==> config.mk <==
export PLATFORM = sky130hd
export DESIGN_NAME = ex_div_flat
export DESIGN_NICKNAME = d
export VERILOG_FILES = /design/src/rtl/ex_div_if.sv /design/src/rtl/ex_div.sv /design/src/flat_wrapper.sv
export SDC_FILE = /design/constraint.sdc
export NUM_CORES = 1
export LEC_CHECK = 0
export ABC_AREA = 1
export BUFFER_PORTS_ARGS = -buffer_cell sky130_fd_sc_hd__clkbuf_2
export CORE_MARGIN = 5
export CORE_UTILIZATION = 35
export DETAILED_ROUTE_END_ITERATION = 10
export PLACE_DENSITY = 0.56
export SLEW_MARGIN = 20
export SYNTH_ARGS = -nofsm -noshare
export SYNTH_HDL_FRONTEND = slang
export SYNTH_SLANG_ARGS = --single-unit
==> constraint.sdc <==
create_clock -name cpu_clk -period 4.4 [get_ports cpu_clk]
set_input_delay 1.1 -clock cpu_clk [delete_from_list [all_inputs] [get_ports cpu_clk]]
set_output_delay 1.1 -clock cpu_clk [all_outputs]
set_load 0.05 [all_outputs]
==> src/rtl/ex_div_if.sv <==
// EX-stage divider port bundle: operand/launch signals from ID/EX, stall and write-back back out.
interface ex_div_if #(
   parameter int unsigned DATA_W = 32
);
   logic              valid_in;
   logic              start_in;
   logic [1:0]        op_in;
   logic [DATA_W-1:0] rD1_in;
   logic [DATA_W-1:0] rD2_in;
   logic [4:0]        wR_in;
   logic              flush;
   logic              suspend;
   logic              done;
   logic              wb_we;
   logic [4:0]        wb_wR;
   logic [DATA_W-1:0] wb_data;

   // Pipeline side: presents the instruction, consumes stall and write-back.
   modport master (
      output valid_in, start_in, op_in, rD1_in, rD2_in, wR_in, flush,
      input  suspend, done, wb_we, wb_wR, wb_data
   );

   // Divider side.
   modport slave (
      input  valid_in, start_in, op_in, rD1_in, rD2_in, wR_in, flush,
      output suspend, done, wb_we, wb_wR, wb_data
   );
endinterface

==> src/rtl/ex_div.sv <==
// Iterative restoring divider for DIV.W/MOD.W/DIV.WU/MOD.WU; one quotient bit per cycle,
// stalls the front of the pipe while busy and issues its own one-cycle write-back.
module ex_div #(
   parameter int unsigned DATA_W = 32
) (
   input logic     cpu_clk,
   input logic     cpu_rst,
   ex_div_if.slave bus
);
   localparam int unsigned CNT_W = 6;
   localparam logic [CNT_W-1:0] LAST_CNT = CNT_W'(DATA_W - 1);

   typedef enum logic [1:0] {IDLE, BUSY, DONE} state_t;

   state_t state, state_nxt;

   logic [CNT_W-1:0]  cnt;
   logic [1:0]        op;
   logic [4:0]        wr;
   logic              sa, sb, dz;
   logic [DATA_W-1:0] d;
   logic [DATA_W-1:0] q;
   logic [DATA_W-1:0] r;
   logic              done_q;
   logic [DATA_W-1:0] wb_data_q;
   logic [4:0]        wb_wr_q;

   logic              accept_c;
   logic              finish_c;
   logic              suspend_c;
   logic              sgn_c;
   logic [DATA_W-1:0] abs_a_c, abs_b_c;
   logic [DATA_W:0]   t_c;
   logic              ge_c;
   logic [DATA_W-1:0] q_nxt_c, r_nxt_c;
   logic [DATA_W-1:0] result_c;

   assign accept_c = (state == IDLE) & bus.valid_in & bus.start_in & ~bus.flush;
   assign finish_c = (state == BUSY) & (cnt == LAST_CNT) & ~bus.flush;

   // Operand conditioning: signed ops divide magnitudes, sign fixed up at the end.
   always_comb begin
      sgn_c   = ~bus.op_in[1];
      abs_a_c = (sgn_c & bus.rD1_in[DATA_W-1]) ? DATA_W'(-bus.rD1_in) : bus.rD1_in;
      abs_b_c = (sgn_c & bus.rD2_in[DATA_W-1]) ? DATA_W'(-bus.rD2_in) : bus.rD2_in;
   end

   // One restoring step: shift in the next dividend bit, subtract if it fits.
   always_comb begin
      t_c     = {r, q[DATA_W-1]};
      ge_c    = (t_c >= {1'b0, d});
      r_nxt_c = ge_c ? DATA_W'(t_c - {1'b0, d}) : t_c[DATA_W-1:0];
      q_nxt_c = {q[DATA_W-2:0], ge_c};
   end

   // Final result from the last step; divide-by-zero quotient is all ones without sign fix.
   always_comb begin
      result_c = '0;
      if (op[0]) begin
         result_c = sa ? DATA_W'(-r_nxt_c) : r_nxt_c;
      end else if (dz) begin
         result_c = '1;
      end else begin
         result_c = (sa ^ sb) ? DATA_W'(-q_nxt_c) : q_nxt_c;
      end
   end

   // State register.
   always_ff @(posedge cpu_clk) begin
      if (cpu_rst) state <= IDLE;
      else         state <= state_nxt;
   end

   // Next state and the combinational stall request.
   always_comb begin
      state_nxt = state;
      suspend_c = 1'b0;
      case (state)
         IDLE: begin
            if (accept_c) begin
               state_nxt = BUSY;
               suspend_c = 1'b1;
            end
         end
         BUSY: begin
            suspend_c = ~bus.flush;
            if (bus.flush)             state_nxt = IDLE;
            else if (cnt == LAST_CNT)  state_nxt = DONE;
         end
         DONE:    state_nxt = IDLE;
         default: state_nxt = IDLE;
      endcase
   end

   // Operand latch, iteration datapath and registered write-back.
   always_ff @(posedge cpu_clk) begin
      if (cpu_rst) begin
         cnt       <= '0;
         op        <= '0;
         wr        <= '0;
         sa        <= 1'b0;
         sb        <= 1'b0;
         dz        <= 1'b0;
         d         <= '0;
         q         <= '0;
         r         <= '0;
         done_q    <= 1'b0;
         wb_data_q <= '0;
         wb_wr_q   <= '0;
      end else begin
         done_q <= finish_c;
         if (accept_c) begin
            cnt <= '0;
            op  <= bus.op_in;
            wr  <= bus.wR_in;
            sa  <= sgn_c & bus.rD1_in[DATA_W-1];
            sb  <= sgn_c & bus.rD2_in[DATA_W-1];
            dz  <= (bus.rD2_in == '0);
            d   <= abs_b_c;
            q   <= abs_a_c;
            r   <= '0;
         end else if (state == BUSY) begin
            cnt <= cnt + CNT_W'(1);
            q   <= q_nxt_c;
            r   <= r_nxt_c;
         end
         if (finish_c) begin
            wb_data_q <= result_c;
            wb_wr_q   <= wr;
         end
      end
   end

   assign bus.suspend = suspend_c;
   assign bus.done    = done_q;
   assign bus.wb_we   = done_q;
   assign bus.wb_data = wb_data_q;
   assign bus.wb_wR   = wb_wr_q;
endmodule

==> src/flat_wrapper.sv <==
// flat-port wrapper written by rule: the top's interface ports become plain ports
module ex_div_flat 
#(
   parameter int unsigned DATA_W = 32
)
  (cpu_clk, cpu_rst, bus_valid_in, bus_start_in, bus_op_in, bus_rD1_in, bus_rD2_in, bus_wR_in, bus_flush, bus_suspend, bus_done, bus_wb_we, bus_wb_wR, bus_wb_data);
  ex_div_if #(.DATA_W(DATA_W)) bus_i ();
  input logic cpu_clk;
  input logic cpu_rst;
  input wire logic [$bits(bus_i.valid_in)-1:0] bus_valid_in;
  input wire logic [$bits(bus_i.start_in)-1:0] bus_start_in;
  input wire logic [$bits(bus_i.op_in)-1:0] bus_op_in;
  input wire logic [$bits(bus_i.rD1_in)-1:0] bus_rD1_in;
  input wire logic [$bits(bus_i.rD2_in)-1:0] bus_rD2_in;
  input wire logic [$bits(bus_i.wR_in)-1:0] bus_wR_in;
  input wire logic [$bits(bus_i.flush)-1:0] bus_flush;
  output wire logic [$bits(bus_i.suspend)-1:0] bus_suspend;
  output wire logic [$bits(bus_i.done)-1:0] bus_done;
  output wire logic [$bits(bus_i.wb_we)-1:0] bus_wb_we;
  output wire logic [$bits(bus_i.wb_wR)-1:0] bus_wb_wR;
  output wire logic [$bits(bus_i.wb_data)-1:0] bus_wb_data;
  assign bus_i.valid_in = bus_valid_in;
  assign bus_i.start_in = bus_start_in;
  assign bus_i.op_in = bus_op_in;
  assign bus_i.rD1_in = bus_rD1_in;
  assign bus_i.rD2_in = bus_rD2_in;
  assign bus_i.wR_in = bus_wR_in;
  assign bus_i.flush = bus_flush;
  assign bus_suspend = bus_i.suspend;
  assign bus_done = bus_i.done;
  assign bus_wb_we = bus_i.wb_we;
  assign bus_wb_wR = bus_i.wb_wR;
  assign bus_wb_data = bus_i.wb_data;
  ex_div #(.DATA_W(DATA_W)) u_core (.cpu_clk(cpu_clk), .cpu_rst(cpu_rst), .bus(bus_i));
endmodule
After elaboration in Yosys (flattened, before gate mapping)
Cells that the tools add are included.
{"block": "totals", "reg_bits": 151, "output_inout_bits": 40, "input_bits": 76}
{"block": "classes", "n_eq_ne": 4, "addsub": 6, "mux": 15, "n_reduce_logical": 5, "bitwise": 10, "order_cmp": 1}
{"operator": "two-way mux 32 bit", "count": 9}
{"operator": "negation 32 bit", "count": 4}
{"operator": ">= comparator 33 x 32 -> 1 bit", "count": 1}
{"operator": "logical NOT 32 bit", "count": 1}
{"operator": "subtractor 32 bit", "count": 1}
{"operator": "AND 1 bit", "count": 7}
{"operator": "adder 6 x 1 -> 6 bit, second input constant", "count": 1}
{"operator": "equality test 6 x 5 -> 1 bit, second input constant", "count": 1}
{"operator": "two-way mux 2 bit", "count": 3}
{"operator": "one-hot mux 2 bit (2 select lines)", "count": 1}
{"operator": "!= test 3 x 2 -> 1 bit, second input constant", "count": 1}
{"operator": "equality test 2 x 1 -> 1 bit, second input constant", "count": 1}
{"operator": "logical NOT 2 bit", "count": 1}
{"operator": "!= test 2 x 1 -> 1 bit, second input constant", "count": 1}
{"operator": "NOT 1 bit", "count": 2}
{"operator": "one-hot mux 1 bit (2 select lines)", "count": 1}
{"operator": "AND reduction 2 bit", "count": 1}
{"operator": "nonzero test 2 bit", "count": 1}
{"operator": "OR reduction 2 bit", "count": 1}
{"operator": "two-way mux 1 bit", "count": 1}
{"operator": "bitwise XOR 1 bit", "count": 1}

Longest topological paths before layout
{"block": "depth", "depth_word": 6, "depth_mapped": 29, "ltp_nobuf": 28}

Least setup slack after synthesis
Ideal clock, no wire load.
{"block": "synth_timing", "path_kind": "reg2reg", "start": "register u_core.d[19]", "end": "register u_core.wb_data_q[28] (netlist: u_core.bus.wb_data[28])", "stages_incl_launch_ff": 29, "n_path_buf": 1, "slack_ps": 875, "arrival_ps": 3454, "t_required_ps": 4329, "cell_sequence": "dfxtp_1 inv_1 ha_1 nand2_2 inv_1 nand2_1 nand2_1 nand2_1 nand2_1 nand2_1 nand2_1 nor2_2 nand2_4 inv_2 buf_6 ha_1 nor3b_2 nand2_1 nor3_2 and2_1 nand4_1 o31ai_1 o21ai_0 or2_0 nand3_1 nand2_1 inv_1 nand2_1 a21oi_1"}
{"block": "synth_via", "elab_chain_len": 5, "word_cells_on_any_way": 9, "classes_between": "add/sub (3); order compare (1); mux (5)"}
{"item": "start, declared", "line_no": "ex_div.sv:21", "rtl": "logic [DATA_W-1:0] d;"}
{"item": "start signal, assigned", "line_no": "ex_div.sv:119", "rtl": "d <= abs_b_c;"}
{"item": "subtractor 32 bit or >= comparator 33 x 32 -> 1 bit (tied branches)", "line_no": "ex_div.sv:52, ex_div.sv:51"}
{"item": "two-way mux 32 bit or negation 32 bit (tied branches)", "line_no": "ex_div.sv:52, ex_div.sv:64"}
{"item": "negation 32 bit or two-way mux 32 bit (tied branches)", "line_no": "ex_div.sv:60, ex_div.sv:64"}
{"item": "two-way mux 32 bit (on tied branches)", "line_no": "ex_div.sv:60, ex_div.sv:61"}
{"item": "two-way mux 32 bit *", "line_no": "ex_div.sv:59", "rtl": "if (op[0]) begin"}
{"item": "end signal, assigned", "line_no": "ex_div.sv:128", "rtl": "wb_data_q <= result_c;"}
{"item": "end, declared", "line_no": "ex_div.sv:25", "rtl": "logic [DATA_W-1:0] wb_data_q;"}
Every way passes the cells marked *; elsewhere a longest branch is shown, timed or not.
A chain may end at the register's enable or synchronous reset.

Worst setup path after layout
{"block": "layout_timing", "start": "register u_core.d[27]", "end": "register u_core.wb_data_q[28] (netlist: u_core.bus.wb_data[28])"}
The elaborated chain is that of the path after synthesis.

==> out/summary.txt <==
SYNTHESIS
----------------------------------------------------------------------------------------
Area of the mapped netlist                                                   12400 sq um
Top cells by area, synth                                                    sky130_fd_sc_hd__dfxtp_1 (24%), sky130_fd_sc_hd__nand2_1 (17%), sky130_fd_sc_hd__inv_1 (9.6%), sky130_fd_sc_hd__o21ai_0 (6.1%), sky130_fd_sc_hd__a21oi_1 (5.5%)
Post-synthesis area per instance                                              5.97 sq um
Number of distinct library cells after synthesis                                      53
Biggest area consumer among synthesized cells                               sky130_fd_sc_hd__dfxtp_1
FFs w/ async S/R, synth                                                                0
Synthesized netlist cell count                                                      2076
Commonest cells in the netlist                                              sky130_fd_sc_hd__nand2_1 (557), sky130_fd_sc_hd__inv_1 (316), sky130_fd_sc_hd__nor2_1 (179), sky130_fd_sc_hd__dfxtp_1 (151), sky130_fd_sc_hd__o21ai_0 (150)
Yosys top cell area share                                                          0.244
Leading register cell type out of synthesis                                 sky130_fd_sc_hd__dfxtp_1
Sequential area share after synthesis                                              0.244
Warnings from Yosys                                                                    0
Post-synth EDFFs                                                                       0
Cell with the most instances after synthesis                                sky130_fd_sc_hd__nand2_1
Syn nets                                                                            2190
Synth Register Bits                                                                  151

DRT
----------------------------------------------------------------------------------------
Routed Antenna Nets                                                                    0
Vias after detailed routing                                                        13.4k
Iter 0 DRT Violations                                                               1110
Remaining DRCs                                                                         0
Detailed-route wire length                                                  45100 microns
Ratio of routed vias to standard cells                                              5.10
WL per Instance                                                             17.2 microns
DR pass1 iterations                                                                    6

CELLS AND AREA
----------------------------------------------------------------------------------------
# nets final                                                                        2269
Diode insertion count for antenna repair                                               0
Sequential cell area in the final layout                                      3020 sq um
Core occupancy in the finished layout                                              0.397
Fraction of final layout cells with drive strength greater than 1                  0.134
Fillers                                                                             3951
Multi-input logic area                                                        7800 sq um
Synthesis-to-layout area growth                                                    12.8%

WORST SETUP PATH
----------------------------------------------------------------------------------------
Origin of the critical flop-to-flop path                                    u_core.d[27]
Critical path startpoint category                                                   flop
Delay of the slowest cell on the worst path                                      0.36 ns
Worst Path Class, Setup                                                     flop to flop
Worst Path Arrival                                                               4.37 ns
Count of buffer and inverter cells on the critical path                                4
Library cell appearing most often on the critical path                      sky130_fd_sc_hd__nand2_1
Family of cells with the greatest summed delay on the critical path         simple AND/OR/NAND/NOR gates
Critical Path Fanout Max                                                               5
Slowest cell on the critical path                                           sky130_fd_sc_hd__ha_1
Required time reported for the critical path endpoint                            4.78 ns
Worst setup path start                                                      u_core.d[27]
Critical path endpoint category                                                     flop

CLOCKING
----------------------------------------------------------------------------------------
TritonCTS buffer count                                                                17
Clock tree root buffer cell                                                 sky130_fd_sc_hd__clkbuf_16
Number of post-CTS setup repair buffers                                                0
TritonCTS Sinks                                                                      151
H-tree levels                                                                          4
Source-to-sink clock delay at the later pin of the worst-skew pair               0.46 ns
Post_cts resized                                                                       0
Maximum count of clock buffers along a single path                                     2
Number of hold buffers added after CTS                                                 0
Register clock-pin slew on the reported worst setup and hold paths               0.08 ns
Clock tree from TritonCTS                                                           done

GLOBAL ROUTE
----------------------------------------------------------------------------------------
Wire length of the first global-routing pass                                69800 microns
Total routing usage reported by global routing                                     0.225
Via count of the first global-routing pass                                         12.5k
Pin count of the biggest net entering global routing                                  61
Number of antenna violations at the first check in global routing                      1
Overflow after GRT                                                                     0

PWR
----------------------------------------------------------------------------------------
Clock share of power                                                               0.294
Switching power total                                                            2300 uW
Pwr dens                                                                     366 nW/um^2
Internal power                                                                   2820 uW
Switch share                                                                       0.449
Proportion of power drawn by flip-flops and latches                                0.286
Total leakage power                                                           0.00682 uW
Power share of the combinational group                                             0.421
Maximum VDD drop                                                                0.330 mV

FLOORPLANNING
----------------------------------------------------------------------------------------
Std-Cell Core Area                                                           35200 sq um
Overall die width                                                            198 microns
Effective utilization at floorplan                                                 0.352
DIE HEIGHT                                                                   198 microns
Count of standard-cell rows                                                           69
I/O pin cnt                                                                          116
Die outline area                                                             39300 sq um

PLACED DESIGN
----------------------------------------------------------------------------------------
Final HPWL DP                                                               35800 microns
PortBufs                                                                             115
Weighted congestion reported at the end of routability-driven placement            0.972

TIMING
----------------------------------------------------------------------------------------
Max-slew violation total from the final report                                         0
Final worst path period need                                                     3.99 ns
Portion of the clock cycle consumed by the worst path in the final layout          0.906
Count of endpoints failing hold in the final timing report                             0
Worst slew slack as a fraction of its limit                                        0.438
Worst clock skew                                                               0.0231 ns
Hold Worst Slack                                                                0.465 ns
Setup-failing EPs final                                                                0
Least-Margin Pin Slew                                                           0.835 ns
Max Freq                                                                       0.251 GHz

WORST HOLD PATH
----------------------------------------------------------------------------------------
Hold_sp                                                                     u_core.bus.wb_data[8]
Type of the worst min-delay path                                            flop to flop

FLOW RUN
----------------------------------------------------------------------------------------
Maximum capacitance violations                                                         0

RUN STATUS
----------------------------------------------------------------------------------------
Outcome                                                                     finished clean

[sequential cells by signal (all words and copies together), names as in the netlist, 2 cells and up]
register,count
u_core.cnt,6
u_core.state,2
u_core.d,32
u_core.wr,5
u_core.bus.wb_wR,5
u_core.bus.wb_data,32
u_core.r,32
u_core.q,32
[kinds of logic (layout without fill, tap and decap cells)]
logic type | count (synthesis) | count (layout) | synth area share
compound gates | 377 | 377 | 0.172
buf+inv | 407 | 499 | 0.130
fa+ha+maj | 38 | 38 | 0.0390
simple gates | 1032 | 1032 | 0.365
flops | 151 | 151 | 0.244
xor+xnor | 71 | 71 | 0.0502
[worst paths after layout]
check / to / slack, ns / cells past startpoint
worst max-delay path: u_core.bus.wb_data[28] / 0.41 / 25
worst min-delay path: u_core.bus.wb_data[8] / 0.47 / 2
worst max register to register: u_core.bus.wb_data[28] / 0.41 / 25
worst min register to register: u_core.bus.wb_data[8] / 0.47 / 2
[area by class of cell]
type                    instances  share of cell area
multi-input cells            1518               0.559
clock buffers                  18              0.0314
inverters                     327              0.0878
repair buffers                140              0.0546
flip-flops and latches        151               0.216
well taps                     461              0.0413
clock inverters                14             0.00985
[power groups by stage]
| stage | registers [uW] | logic [uW] | clock network (uW) |
|---|---|---|---|
| after floorplan | 1470 | 1550 | 0 |
| after global placement | 1490 | 2100 | 0 |
| after detailed placement | 1490 | 2100 | 0 |
| after CTS | 1460 | 2110 | 1530 |
| after global routing | 1470 | 2380 | 1580 |
| final | 1460 | 2150 | 1500 |
[metal layers]
| layer | vias to the layer above | wire [microns] | track usage |
|---|---|---|---|
| li1 | 6791 | - | - |
| met1 | 6238 | 21900 | 0.324 |
| met2 | 357 | 20200 | 0.358 |
| met3 | 29 | 2340 | 0.0325 |
| met4 | 0 | 661 | 0.0502 |
| met5 | - | 0 | 0 |
[cell usage in the layout (no fill, tap or decap), drive strengths merged]
cell      count
nand2       596
inv         331
nor2        201
o21ai       162
dfxtp       151
a21oi       142
nand3       141
clkbuf      133
xor2         47
ha           37
nor3         32
o211ai       26
nand4        25
buf          25
xnor2        24
or2          14
o221ai       10
a31oi        10
o31ai         9
nor4          8
clkinv        8
a22o          5
and2          5
o21bai        4
nand3b        4
and3          3
o22ai         3
o21a          2
a31o          2
clkinvlp      2
nor3b         2
a21o          1
or3           1
a221oi        1
fa            1
[tightest hold or removal path, delay by kind of cell, from the launching register on]
kind	cells	cell delay, ns
DFF	1	0.31
and+or+nand+nor	1	0.06
AOI/OAI and AO/OA	1	0.05
[per-stage QoR]
| stage | setup WS (ns) | total power [uW] | setup TNS (ns) | cell area, sq um | instances |
|---|---|---|---|---|---|
| after floorplan | 0.875 | 3020 | 0 | 12400 | 2076 |
| after global placement | 0.204 | 3590 | 0 | 13400 | 2597 |
| after detailed placement | 0.244 | 3590 | 0 | 13400 | 2597 |
| after CTS | 0.252 | 5100 | 0 | 13900 | 2629 |
| after global routing | -0.0223 | 5430 | -0.0223 | 14000 | 2629 |
| final | 0.412 | 5110 | 0 | 14000 | 2629 |
(Power assumes the default switching activity.)
